**src/rtl/serial_subtractor.sv**
```systemverilog
// Bit-serial LSB-first subtractor: diff = a - b over WIDTH cycles.
// Optional signed-overflow output enabled by SERSUB_OVF_EN.
module serial_subtractor #(
  parameter int WIDTH = 8
) (
  input  logic             clk,
  input  logic             rst,
  input  logic             start,
  input  logic [WIDTH-1:0] a,
  input  logic [WIDTH-1:0] b,
  output logic             busy,
  output logic             done,
  output logic [WIDTH-1:0] diff,
`ifdef SERSUB_OVF_EN
  output logic             ovf,
`endif
  output logic             borrow
);

  localparam int CW = $clog2(WIDTH + 1);
  localparam logic [CW-1:0] LAST = CW'(WIDTH - 1);

  typedef enum logic [1:0] {
    S_IDLE,
    S_SHIFT,
    S_DONE
  } state_t;

  state_t           state_q, state_d;
  logic [WIDTH-1:0] sa_q, sa_d;
  logic [WIDTH-1:0] sb_q, sb_d;
  logic [WIDTH-1:0] sr_q, sr_d;
  logic [WIDTH-1:0] diff_q, diff_d;
  logic [CW-1:0]    cnt_q, cnt_d;
  logic             bf_q, bf_d;
  logic             borrow_q, borrow_d;
`ifdef SERSUB_OVF_EN
  logic             ovf_q, ovf_d;
  logic             amsb_q, amsb_d;
  logic             bmsb_q, bmsb_d;
`endif

  logic           x, y, d, bnext;
  logic [WIDTH:0] sr_cat;

  // One full-subtractor slice per cycle
  assign x      = sa_q[0];
  assign y      = sb_q[0];
  assign d      = x ^ y ^ bf_q;
  assign bnext  = (~x & y) | (~(x ^ y) & bf_q);
  assign sr_cat = {d, sr_q};

  always_comb begin
    state_d  = state_q;
    sa_d     = sa_q;
    sb_d     = sb_q;
    sr_d     = sr_q;
    diff_d   = diff_q;
    cnt_d    = cnt_q;
    bf_d     = bf_q;
    borrow_d = borrow_q;
`ifdef SERSUB_OVF_EN
    ovf_d    = ovf_q;
    amsb_d   = amsb_q;
    bmsb_d   = bmsb_q;
`endif
    unique case (state_q)
      S_IDLE, S_DONE: begin
        state_d = S_IDLE;
        if (start) begin
          state_d = S_SHIFT;
          sa_d    = a;
          sb_d    = b;
          bf_d    = 1'b0;
          cnt_d   = '0;
`ifdef SERSUB_OVF_EN
          amsb_d  = a[WIDTH-1];
          bmsb_d  = b[WIDTH-1];
`endif
        end
      end
      S_SHIFT: begin
        sa_d  = sa_q >> 1;
        sb_d  = sb_q >> 1;
        sr_d  = sr_cat[WIDTH:1];
        bf_d  = bnext;
        cnt_d = cnt_q + CW'(1);
        if (cnt_q == LAST) begin
          state_d  = S_DONE;
          diff_d   = sr_cat[WIDTH:1];
          borrow_d = bnext;
`ifdef SERSUB_OVF_EN
          ovf_d    = (amsb_q ^ bmsb_q) & (amsb_q ^ d);
`endif
        end
      end
      default: state_d = S_IDLE;
    endcase
  end

  always_ff @(posedge clk or posedge rst) begin
    if (rst) begin
      state_q  <= S_IDLE;
      sa_q     <= '0;
      sb_q     <= '0;
      sr_q     <= '0;
      diff_q   <= '0;
      cnt_q    <= '0;
      bf_q     <= 1'b0;
      borrow_q <= 1'b0;
`ifdef SERSUB_OVF_EN
      ovf_q    <= 1'b0;
      amsb_q   <= 1'b0;
      bmsb_q   <= 1'b0;
`endif
    end else begin
      state_q  <= state_d;
      sa_q     <= sa_d;
      sb_q     <= sb_d;
      sr_q     <= sr_d;
      diff_q   <= diff_d;
      cnt_q    <= cnt_d;
      bf_q     <= bf_d;
      borrow_q <= borrow_d;
`ifdef SERSUB_OVF_EN
      ovf_q    <= ovf_d;
      amsb_q   <= amsb_d;
      bmsb_q   <= bmsb_d;
`endif
    end
  end

  assign busy   = (state_q == S_SHIFT);
  assign done   = (state_q == S_DONE);
  assign diff   = diff_q;
  assign borrow = borrow_q;
`ifdef SERSUB_OVF_EN
  assign ovf    = ovf_q;
`endif

endmodule

```
**config.mk**
```make
export PLATFORM = sky130hd
export DESIGN_NAME = serial_subtractor
export DESIGN_NICKNAME = d
export VERILOG_FILES = /design/src/rtl/serial_subtractor.sv
export SDC_FILE = /design/constraint.sdc
export NUM_CORES = 1
export LEC_CHECK = 0
export ABC_AREA = 0
export CORE_UTILIZATION = 25
export CTS_CLUSTER_DIAMETER = 60
export DETAILED_ROUTE_END_ITERATION = 6
export MAX_ROUTING_LAYER = met4
export PLACE_DENSITY = 0.54
export RECOVER_POWER = 100
export REMOVE_ABC_BUFFERS = 1
export SLEW_MARGIN = 30
export SYNTH_ARGS = -nofsm -noshare
export SYNTH_HDL_FRONTEND = slang
export SYNTH_SLANG_ARGS = --single-unit
```
**constraint.sdc**
```tcl
create_clock -name clk -period 2.6 [get_ports clk]
set_input_delay 0.52 -clock clk [delete_from_list [all_inputs] [get_ports clk]]
set_output_delay 0.52 -clock clk [all_outputs]
set_load 0.02 [all_outputs]
```
==> metrics.cfg <==
[status]
outcome=finished, final reports clean

[logic_synthesis]
ys.warnings.count=0
ys_seq_area_frac=0.600
post_synth.cell_area_avg_sq_um=11.1
synth_cells=147
yosys-top-cells-area=dfrtp_1 60%, nand2_1 8.5%, a22oi_1 6.0%, mux2_2 5.5%, nand3_1 4.0%
yosysTopAreaCell=dfrtp_1
ys_ff_latch=39
synth_top_area_frac=0.600
synthesis.area_sq_um=1630
synth.distinct_cells=24

[timing]
max_freq_mhz=427
hold_slack_ns=0.475
clock_skew_ns=0.00377
setup_viol=0
slew_headroom=0.348
rsz0062_at_grt=false
tightest_slew_ns=0.977
period_share=0.901
drv_slew=0
final-hold-violation-count=0
fin_setup_tns_ns=0
period_needed_ns=2.34

[clocking]
clkSinkCount=39
hold_buffers=0
cts_resized=0
path_clk_slew_ns=0.07
h-tree-depth=2
cts_tree=done
root_buffer=clkbuf_8
clockBufferDepth=2
cts_setup_buffers=0
clock_latency_ns=0.28
cts_buffers=5

[layout]
final_common_cell=dfrtp_1
fillerInstances=676
area_delta_synth_final_pct=26.7
drive_above_1_share=0.102
antenna_cells=0
finalNetCount=199
final_cell_mix=39 x dfrtp_1, 37 x nand2_1, 17 x clkdlybuf4s50_1, 13 x a22oi_1, 13 x nand3_1
final_area_sq_um=2060

[power]
ir_drop_mv=0.420
power_leakage_nw=0.981
power_density_nw_per_um2=1130

[placement]
dpl_cell_area_sq_um=2000
place_hpwl_mm=2.01
gp_congestion=0.711
port_buffers=29

[floorplan]
die_w_um=82.7
coreArea_sq_um=6310
die_h_um=82.7
start_util=0.258
dieArea_sq_um=6840
io_pins=30
row_count=29

[min_path]
hold_end=sr_q[1]$_DFFE_PP0P_
min_from=sr_q[1]$_DFFE_PP0P_
holdPathStages=2
worstHoldPathType=flip-flop to flip-flop

[setup_path]
critPathBufInv=2
cpMaxStageDelayCell=dlygate4sd3_1
r2r_slack_ns=0.59
worstPathCellList=nand2b_1 > inv_1 > dlygate4sd3_1
critPathTopFamily=buffers and inverters
r2r_start=state_q[1]$_DFFE_PP0P_
setup.worst_path.start_class=flip-flop
crit_fanout=10
r2r_cells=3
end_kind=primary output
regToRegEndpoint=diff[0]$_DFFE_PP0P_
crit_required_ns=2.08
critPathKind=flip-flop to primary output
critical_path.max_stage_delay_ns=0.68
cp.arrival_ns=1.82

[global_route]
grt.overflow.total=0
gr-usage-met1=0.153
use_met3=0.0308
grt_antenna_before_repair=0
grt_max_degree=40
grt_busiest_layer=met2
grt_use_met2=0.162
grt_pass1_wl_mm=5.58
grt_pass1_vias=1147
grtUsageTotal=0.114

[job]
maxCapViolations=0

[drt]
dr.first_iter.drc_count=59
dr.pass1.iters=4
ant_nets=0
routed_wl_mm=3.21
via_per_inst=4.57
post_drt_wl_per_cell_um=12.6
vias=1160
drc=0

-- per-layer routing --
metal	wire, um	up-vias
met5	0	-
met2	1320	31
met4	39	0
met3	163	6
li1	-	560
met1	1690	563
-- logic make-up after synthesis --
group,share of synthesized area
simple gates,0.167
flops,0.600
mux,0.0738
fa+ha+maj,0.0200
compound gates,0.0961
buf+inv,0.0384
xor+xnor,0.00538
-- synth_stat cells (all sizes together) --
cell type,count
o2bb2ai,1
a221o,1
a22o,4
mux2,8
nor2b,2
mux2i,3
nor2,2
nand2,37
nand4,1
fa,1
nor3,2
buf,3
and2b,1
xnor2,1
clkbuf,6
o21ai,1
nand2b,2
ha,1
nand3,13
inv,5
dfrtp,39
a22oi,13
-- per-stage QoR --
| stage | total power, mW | util | worst slack [ns] | std cells |
|---|---|---|---|---|
| 2_1_floorplan | 1.67 | - | 0.576 | 138 |
| 3_3_place_gp | 2.02 | 0.317 | 0.606 | 248 |
| 6_report | 2.34 | 0.327 | 0.256 | 254 |
| 5_1_grt | 2.55 | 0.327 | 0.149 | 254 |
| 4_1_cts | 2.42 | 0.328 | 0.272 | 254 |
| 3_5_place_dp | 2.04 | 0.317 | 0.603 | 248 |
-- flip-flops by register name, summed over array words and instances (netlist names) --
signal	flops
sr_q	7
borrow	1
bf_q	1
state_q	2
cnt_q	4
diff	8
sa_q	8
sb_q	8
-- layout make-up --
type / count / area, sq um / share of cell area
flip-flops and latches: 39 / 976 / 0.473
multi-input cells: 94 / 583 / 0.283
repair buffers: 33 / 315 / 0.153
well taps: 77 / 96.3 / 0.0467
clock buffers: 6 / 72.6 / 0.0352
inverters: 5 / 18.8 / 0.00910
-- how the worst max path moves through the flow --
stage | slack, ns | start | depth (start not counted) | endpoint
after CTS | 0.27 | state_q[1]$_DFFE_PP0P_ | 3 | busy
after global placement | 0.61 | state_q[1]$_DFFE_PP0P_ | 3 | busy
after floorplan | 0.58 | state_q[1]$_DFFE_PP0P_ | 2 | busy
after detailed placement | 0.60 | state_q[1]$_DFFE_PP0P_ | 3 | busy
final | 0.26 | state_q[1]$_DFFE_PP0P_ | 3 | busy
after global routing | 0.15 | state_q[1]$_DFFE_PP0P_ | 3 | busy
-- power by group --
| group | internal [mW] | total [mW] | leakage (nW) | switching, mW |
|---|---|---|---|---|
| Combinational | 0.418 | 0.947 | 0.450 | 0.528 |
| Clock | 0.179 | 0.365 | 0.0371 | 0.186 |
| Sequential | 0.877 | 1.03 | 0.494 | 0.150 |
-- worst register-to-register path: stages, from the launching register on --
cell      delay (ns)
dfrtp_1         0.37
nand2b_1        0.34
nor3_2          0.78
mux2_2          0.41
Note: power is estimated with default switching activity, not from simulation.
==> RTL edit: new RTL, same settings <==
Add an input register stage for `start`, cleared by the reset; this delays it by one clock. The other inputs are not delayed to match.
--- a/src/rtl/serial_subtractor.sv
+++ b/src/rtl/serial_subtractor.sv
@@ -26,4 +26,14 @@
     S_DONE
   } state_t;
+
+  logic start_q;
+
+  always_ff @(posedge clk or posedge rst) begin
+    if (rst) begin
+      start_q <= '0;
+    end else begin
+      start_q <= start;
+    end
+  end
 
   state_t           state_q, state_d;
@@ -68,5 +78,5 @@
       S_IDLE, S_DONE: begin
         state_d = S_IDLE;
-        if (start) begin
+        if (start_q) begin
           state_d = S_SHIFT;
           sa_d    = a;
Function: changed (Yosys sat finds a counterexample within 4 cycles, from zero or initial values and one cycle with rst high).
==> RTL edit against the original RTL <==
- utilization is 0.37 points higher
- global-route usage down 0.47 points
- final area rose by 1.7%
- synthesized area up 1.5%
- hold slack improved by 19 ps
- clock power up 6.6%
- routed wire length increased by 1.8%
- total power up 2.8%
- sequential share of layout area up 0.40 points
- sequential cell count up 1
- setup slack gained 130 ps
- clock skew increased by 4.7 ps
- cell count rose by 0.79%
==> RTL edit: results <==
group,metric,value,unit
status,status,"finished clean",
yosys,synth_cell_types,24,
finish,final-instance-count-excl-fill,256,
routing,drt-initial-drc-count,36,
sta,clock_skew,8.502,ps
yosys,ys_top_cells_by_area,"dfrtp_1 61%, nand2_1 8.4%, a22oi_1 5.9%",
global_routing,grt_first_pass_wirelength,5754,um
place,dp_hpwl,2095,um
pwr,p_leak,0.9926,nW
global_routing,grt_use_total,10.96,%
yosys,synth_common_cells,"40 x dfrtp_1, 37 x nand2_1, 13 x a22oi_1, 13 x nand3_1, 8 x mux2_2",
pwr,ir_drop,0.4521,mV
routing,vias_per_cell,4.563,
worst_setup_path,cp_max_fo,4,
place,place_ws,766.9,ps
global_routing,grt_pass1_vias,1124,
finish,fin_nets,200,
sta,setup_slack,383.1,ps
place,placed_cells,249,
global_routing,grt_antenna_before_repair,0,
global_routing,met1_usage,16.52,%
place,globalplace.congestion,0.6875,
worst_setup_path,reg2reg_slack,910,ps
global_routing,grt.met2_usage,13.56,%
worst_setup_path,cp.arrival,1700,ps
yosys,ys_seq_area_share,60.56,%
global_routing,met3_usage,3.380,%
routing,routed_wirelength,3266,um
clocking,clk_pin_slew,70,ps
sta,worst_slew_pin_slew,987.8,ps
yosys,avgSynthCellArea,11.17,um2
routing,firstDrtPassIters,4,
global_routing,grt_start_max_net_pins,41,
finish,drive_gt1_share,10.06,%
## RTL edit: cell count changes in the layout (fill, tap and decap cells not counted)
cell	before	now
clkdlybuf4s50_1	17	16
dfrtp_1	39	40
clkbuf_2	2	1
clkinv_2	0	1
dlygate4sd3_1	12	13
nor3_4	0	1
nor3_2	1	0
clkbuf_1	1	2
## RTL edit: kinds of logic after synthesis
family                   synth area share [%]
XOR/XNOR                               0.5300
flip-flops                              60.56
AND/OR/NAND/NOR                         16.43
adder cells (fa/ha/maj)                 1.968
multiplexers                            7.268
buffers and inverters                   3.785
AO/OA/AOI/OAI                           9.462
## RTL edit: power breakdown
group	internal (W)	total, W	switching (W)
clock	0.000183	0.000389	0.000207
combinational	0.000426	0.000966	0.000539
sequential	0.000895	0.00105	0.000154
total	0.00150	0.00240	0.000900
## RTL edit: layout make-up
class	count	area [um2]
Clock buffer	6	72.57
Multi-Input combinational cell	94	589.3
Inverter	5	18.77
Timing Repair Buffer	33	314.1
Tap cell	77	96.34
Clock inverter	1	5.005
Fill cell	647	4253
Sequential cell	40	1001
## RTL edit: metrics by stage
| stage | area, um2 | hold slack [ps] | util [%] | power [W] |
|---|---|---|---|---|
| floorplan | 1609 | 440.2 | - | 0.001689 |
| global placement | 2026 | 466.0 | 31.90 | 0.002058 |
| detailed placement | 2026 | 475.7 | 31.90 | 0.002079 |
| CTS | 2103 | 497.3 | 33.12 | 0.002478 |
| global route | 2097 | 518.3 | 33.02 | 0.002626 |
| finish | 2097 | 493.9 | 33.02 | 0.002403 |
## RTL edit: metal layers
metal / share of wire, % / vias to the layer above
met2: 42 / 36
met5: 0 / -
met1: 52 / 562
met3: 4.9 / 5
li1: - / 565
met4: 1.3 / 0
## RTL edit: path summary, 6_finish.rpt
check / from / endpoint / cells after the start
hold / removal: sr_q[1] / sr_q[1] / 2
setup / recovery: state_q[1] / busy / 3
min in group asynchronous: rst / diff[7] / 3
hold reg to reg: sr_q[1] / sr_q[1] / 2
setup reg to reg: state_q[0] / sb_q[0] / 4
max in group asynchronous: rst / state_q[1] / 3
## RTL edit: critical path, stage by stage (launching register included)
cell,delay [ps]
dfrtp_1,370
nand2b_1,230
inv_1,130
dlygate4sd3_1,680
